==> src/rtl/sisc_pkg.sv <==
// Shared definitions for the swap controller: default register-file geometry
// and the controller state encoding.
package sisc_pkg;

    localparam int unsigned DATA_W_DEF = 32;
    localparam int unsigned ADDR_W_DEF = 4;

    typedef enum logic [2:0] {
        IDLE  = 3'd0,
        READ  = 3'd1,
        WR_RS = 3'd2,
        WR_RT = 3'd3,
        DONE  = 3'd4
    } swap_state_e;

endpackage

==> src/rtl/swap_ctrl.sv <==
// Swaps the contents of two register-file entries: one read cycle for both
// operands, then up to two write cycles steered by out_sel.
module swap_ctrl
    import sisc_pkg::*;
#(
    parameter int unsigned DATA_W = DATA_W_DEF,
    parameter int unsigned ADDR_W = ADDR_W_DEF
) (
    input  logic              clk,
    input  logic              rst,
    input  logic              start,
    input  logic [ADDR_W-1:0] rs_addr,
    input  logic [ADDR_W-1:0] rt_addr,
    output logic [ADDR_W-1:0] rd_addr_a,
    output logic [ADDR_W-1:0] rd_addr_b,
    input  logic [DATA_W-1:0] rd_data_a,
    input  logic [DATA_W-1:0] rd_data_b,
    output logic              out_sel,
    output logic              wr_en,
    output logic [DATA_W-1:0] wr_data,
    output logic              busy,
    output logic              done
);

    swap_state_e       state, state_nxt;
    logic [ADDR_W-1:0] rs_q, rt_q;
    logic [DATA_W-1:0] val_rs, val_rt;

    always_ff @(posedge clk) begin
        if (rst) begin
            state  <= IDLE;
            rs_q   <= '0;
            rt_q   <= '0;
            val_rs <= '0;
            val_rt <= '0;
        end else begin
            state <= state_nxt;
            if (state == IDLE && start) begin
                rs_q <= rs_addr;
                rt_q <= rt_addr;
            end
            if (state == READ) begin
                val_rs <= rd_data_a;
                val_rt <= rd_data_b;
            end
        end
    end

    assign rd_addr_a = rs_q;
    assign rd_addr_b = rt_q;

    always_comb begin
        state_nxt = state;
        busy      = 1'b1;
        done      = 1'b0;
        wr_en     = 1'b0;
        out_sel   = 1'b0;
        wr_data   = '0;
        unique case (state)
            IDLE: begin
                busy = 1'b0;
                if (start) state_nxt = READ;
            end
            READ:  state_nxt = (rs_q == rt_q) ? DONE : WR_RS;
            WR_RS: begin
                wr_en     = 1'b1;
                out_sel   = 1'b1;
                wr_data   = val_rt;
                state_nxt = WR_RT;
            end
            WR_RT: begin
                wr_en     = 1'b1;
                wr_data   = val_rs;
                state_nxt = DONE;
            end
            DONE: begin
                done      = 1'b1;
                state_nxt = IDLE;
            end
            default: begin
                busy      = 1'b0;
                state_nxt = IDLE;
            end
        endcase
        // A reset cycle must not let a pending write reach the register file.
        if (rst) begin
            busy    = 1'b0;
            done    = 1'b0;
            wr_en   = 1'b0;
            out_sel = 1'b0;
            wr_data = '0;
        end
    end

endmodule
==> config.mk <==
export PLATFORM = sky130hd
export DESIGN_NAME = swap_ctrl
export DESIGN_NICKNAME = d
export VERILOG_FILES = /design/src/rtl/sisc_pkg.sv /design/src/rtl/swap_ctrl.sv
export SDC_FILE = /design/constraint.sdc
export NUM_CORES = 1
export LEC_CHECK = 0
export BUFFER_PORTS_ARGS = -buffer_cell sky130_fd_sc_hd__buf_2
export CAP_MARGIN = 15
export CELL_PAD_IN_SITES_DETAIL_PLACEMENT = 1
export CELL_PAD_IN_SITES_GLOBAL_PLACEMENT = 2
export CORE_MARGIN = 3
export CORE_UTILIZATION = 29
export CTS_CLUSTER_DIAMETER = 40
export DETAILED_ROUTE_END_ITERATION = 8
export PLACE_DENSITY = 0.85
export SLEW_MARGIN = 20
export SYNTH_ARGS = -nofsm -noshare
export SYNTH_HDL_FRONTEND = slang
export SYNTH_SLANG_ARGS = --single-unit
==> constraint.sdc <==
create_clock -name clk -period 2.1 [get_ports clk]
set_input_delay 0.105 -clock clk [delete_from_list [all_inputs] [get_ports clk]]
set_output_delay 0.105 -clock clk [all_outputs]
set_load 0.005 [all_outputs]
### After elaboration in Yosys (flattened, before gate mapping)

Cells that the tools add are included.
W data, S select, Z words.

| cells by class | value |
|---|---|
| equality and inequality tests | 6 |
| mux-type cells | 13 |
| reductions and logical operators | 4 |

Operators by type and width:

| operator | count |
|---|---|
| $pmux W32 S2 | 1 |
| $mux W32 | 1 |
| $pmux W3 S4 | 1 |
| $mux W1 | 8 |
| $eq A3 B2 Y1 const B | 2 |
| $mux W3 | 2 |
| $eq A4 B4 Y1 | 1 |
| $reduce_or A4 Y1 | 1 |
| $eq A3 B1 Y1 const B | 1 |
| $eq A3 B3 Y1 const B | 1 |
| $logic_not A3 Y1 | 1 |
| $ne A2 B2 Y1 const B | 1 |
| $reduce_or A2 Y1 | 1 |
| $logic_and A1 B1 Y1 | 1 |

| word-level totals | value |
|---|---|
| register bits after elaboration | 75 |
| input bits | 75 |
| output and inout port bits | 44 |
| logic and storage cells | 28 |

### Logic depth before layout (Yosys ltp)

| depth | value |
|---|---|
| depth after elaboration | 4 |
| gate-level depth with buffers | 6 |
| gate-level depth less buffers | 3 |

### Least setup slack after synthesis

Ideal clock, no wire load.

| timing path | value |
|---|---|
| path kind | register to register |
| from | register state[0] |
| to | register rs_q[0] (netlist: rd_addr_a[0]) |
| library setup time | 0.132 ns |
| arrival | 1.187 ns |
| data required time | 1.968 ns |
| path slack | 0.781 ns |
| cell stages (with the launch flop) | 6 |
| buffers on the path | 2 |
| clock period less this slack | 1.319 ns |
| cell sequence | dfxtp_1 buf_4 or4b_1 buf_2 nand2_1 a21oi_1 |

| on the way | value |
|---|---|
| word-level cells in the longest chain between the ends | 2 |

RTL lines:

| item | line | text |
|---|---|---|
| start: declaration | swap_ctrl.sv:25 | `swap_state_e state, state_nxt;` |
| start signal: assignment | swap_ctrl.sv:37 | `state <= state_nxt;` |
| $logic_not A3 Y1 | swap_ctrl.sv:38 | `if (state == IDLE && start) begin` |
| $logic_and A1 B1 Y1 | swap_ctrl.sv:38 |  |
| end signal: assignment | swap_ctrl.sv:39 | `rs_q <= rs_addr;` |
| end: declaration | swap_ctrl.sv:26 | `logic [ADDR_W-1:0] rs_q, rt_q;` |

No other way between the ends.
A chain may end at the register's enable or synchronous reset.

### Worst setup path in the final report

| timing path | value |
|---|---|
| from | register state[1] |
| to | output wr_data[3] |

| on the way | value |
|---|---|
| word-level cells in the longest chain between the ends | 3 |
| elaborated cells between the ends (all ways) | 4 |
| classes of those cells | eq/ne (2); mux (2) |

RTL lines:

| item | line | text |
|---|---|---|
| $eq A3 B2 Y1 | swap_ctrl.sv:59 | `unique case (state)` |
| $pmux W32 S2 * | swap_ctrl.sv:59 |  |
| $mux W32 * | swap_ctrl.sv:86 | `if (rst) begin` |
| end: declaration | swap_ctrl.sv:20 | `output logic [DATA_W-1:0] wr_data,` |

Every way passes the cells marked *; elsewhere a longest branch is shown, timed or not.

==> impl_metrics.json <==
{
  "synth_edf_count": 0,
  "final_min_period_over_clock_period": 0.899,
  "ys_top_cells_by_count": "nand2_1 (144), dfxtp_1 (75), a21oi_1 (72)",
  "grt_pass1_wl_mm": 15.8,
  "cts_tree": "yes",
  "whs_path_depth": 3,
  "synth.lib_cells_used.distinct": 21,
  "max_slew.worst_pin.slew_ns": 0.827,
  "dieArea_um2": 12000,
  "data_required_time_of_the_worst_path_ns": 2.00,
  "drt_iter0_markers": 129,
  "via_count": 3209,
  "yosys.area.top_type_share": 0.483,
  "placement_rows": 37,
  "first_global_vias": 3292,
  "relSlewSlack": 0.449,
  "final.setup.worst_slack_ns": 0.213,
  "chipHeight_um": 109,
  "fin_setup_tns_ns": 0,
  "leading_cell_type_by_number_of_instances_after_synthesis": "nand2_1",
  "grt_antenna_before_repair": 0,
  "power_mw": 3.40,
  "final_util": 0.437,
  "numPortBuffers": 118,
  "synth-async-reset-ratio": 0,
  "synthToLayoutAreaGrowth_pct": 45.8,
  "avgSynthCellArea_um2": 8.17,
  "critPathArrivalTime_ns": 1.78,
  "hpwlAfterDp_mm": 6.16,
  "htree_num_levels": 3,
  "initial_utilization": 0.299,
  "cell_area_after_synthesis_um2": 3110,
  "slew_viol_final": 0,
  "min-delay-start": "rd_data_a[1]",
  "number_of_maximum_capacitance_violations": 0,
  "synthCells": 380,
  "cts.reportedPaths.clkPinSlew_ns": 0.08,
  "rr_endpoint": "val_rs[2]$_SDFFE_PP0N_",
  "yosysSeqAreaShare": 0.483,
  "cts.repair_timing.setup_buffer_count": 0,
  "timing.final.setup_violations": 0,
  "fin_nets": 620,
  "cts-buffers-inserted": 9,
  "synth.area.top_cells": "dfxtp_1 (48%), nand2_1 (17%), a21oi_1 (12%)",
  "vdd.ir_drop.worst_mv": 0.249,
  "cts_sinks": 75,
  "regToRegSetupSlack_ns": 0.41,
  "track_usage": 0.167,
  "synth_largest_area_cell": "dfxtp_1",
  "globalRouteOverflowTotal": 0,
  "syn-num-nets": 455,
  "synth_register_bits": 75,
  "postRouteAntennaNets": 0,
  "cp-end-kind": "primary output",
  "reg2reg_depth": 5,
  "startpoint_type": "register",
  "criticalPathCategory": "reg -> out",
  "critPathMaxFanout": 21,
  "run_status": "completed",
  "power_density_nw_per_um2": 752,
  "postSynth.topFlopCell": "dfxtp_1",
  "clock_latency_ns": 0.35,
  "fin_cells": 685,
  "fmax_ghz": 0.530,
  "antenna_cells_inserted": 0,
  "routabilityCongestion": 0.743,
  "synth.yosys.warnings": 0,
  "timing.hold.worst.class": "in -> reg",
  "unrepaired_setup_endpoints_after_global_routing": "no",
  "min_delay_worst_endpoint": "val_rs[1]$_SDFFE_PP0N_",
  "fin_worst_skew_ns": 0.00437,
  "firstDrtPassIters": 4,
  "design.portCount": 119,
  "core_area_um2": 10400,
  "clock_path_buffers": 2,
  "floorplan.die.width_um": 109,
  "grt_start_max_net_pins": 78,
  "wire_per_inst_um": 14.8,
  "report.final.hold_viol_count": 0,
  "post-route-drc-count": 0,
  "reg2reg_from": "state[2]$_SDFFE_PP0P_",
  "routed_wl_mm": 10.1,
  "dp_worst_setup_slack_ns": 0.415,
  "final_period_minus_worst_setup_slack_ns": 1.89,
  "root_buffer": "clkbuf_8",
  "drive_gt1_frac": 0.273,
  "placed_cells_incl_taps": 612,
  "vias_per_cell": 4.68,
  "static_leakage_nw": 1.96
}
-- worst max path at each step --
stage | start | end | slack, ns
final | state[1]$_SDFFE_PP0P_ | wr_data[3] | 0.21
after global routing | state[1]$_SDFFE_PP0P_ | wr_data[13] | 0.04
after CTS | state[2]$_SDFFE_PP0P_ | wr_data[10] | 0.03
after detailed placement | state[2]$_SDFFE_PP0P_ | wr_data[10] | 0.42
after global placement | state[0]$_SDFFE_PP0P_ | val_rs[21]$_SDFFE_PP0N_ | 0.46
after floorplan | state[0]$_SDFFE_PP0P_ | rd_addr_a[0]$_SDFFE_PP0P_ | 0.78
-- placed cells by master, fill, tap and decap left out, drive strengths merged, types with 2 or more instances in the layout --
| master | count |
|---|---|
| a22o | 32 |
| xor2 | 5 |
| a21oi | 72 |
| clkinv | 2 |
| nor2 | 7 |
| or4b | 2 |
| nor4b | 2 |
| nor4 | 2 |
| nand2b | 2 |
| buf | 129 |
| dlygate4sd3 | 57 |
| dfxtp | 75 |
| clkbuf | 10 |
| bufinv | 2 |
| nand2 | 144 |
-- metrics by stage --
step | hold WS, ns | cell area, um^2
6_report | 0.00823 | 4530
5_1_grt | 0.000122 | 4530
4_1_cts | 0.0000239 | 4500
3_5_place_dp | 0.353 | 3730
3_3_place_gp | 0.346 | 3730
2_1_floorplan | 0.241 | 3110
-- flip-flops by register name (all words and copies together) (netlist names) --
name / cells
state: 3
rd_addr_b: 4
rd_addr_a: 4
val_rs: 32
val_rt: 32
-- cell type report --
| class | count | area (um^2) |
|---|---|---|
| fill | 1292 | 5840 |
| sequential | 75 | 1500 |
| multi-input combinational | 273 | 1400 |
| timing repair buffer | 186 | 1240 |
| tap | 136 | 170 |
| clock buffer | 10 | 138 |
| clock inverter | 5 | 77.6 |
-- timing repair --
action	CTS	global route
resized for setup	0	1
endpoints found under the setup margin	0	32
endpoints found under the hold margin	55	2
hold buffers	55	2
-- cells by family after synthesis --
family                 share of synthesized area
flip-flops                                 0.483
XOR/XNOR                                  0.0141
AND/OR/NAND/NOR                            0.218
buffers and inverters                     0.0737
AO/OA/AOI/OAI                              0.211
-- metal layers --
layer	part of all wire	global-route usage	routed length, um	vias up
li1	-	-	-	1599
met1	0.44	0.203	4440	1513
met2	0.50	0.290	5060	89
met3	0.052	0.0440	525	8
met4	0.011	0.0499	107	0
met5	0	0	0	-
-- where the power goes --
part | internal (mW) | switching [mW] | total (mW)
combinational | 0.263 | 0.323 | 0.586
sequential | 1.54 | 0.0643 | 1.60
clock | 0.691 | 0.528 | 1.22
-- worst max-delay path: stages, from the launching register on --
cell      delay, ns
dfxtp_1        0.34
nand2b_1       0.18
buf_4          0.21
nor3_4         0.11
buf_4          0.30
a22o_1         0.18
buf_2          0.11
Note: power is estimated with default switching activity, not from simulation.
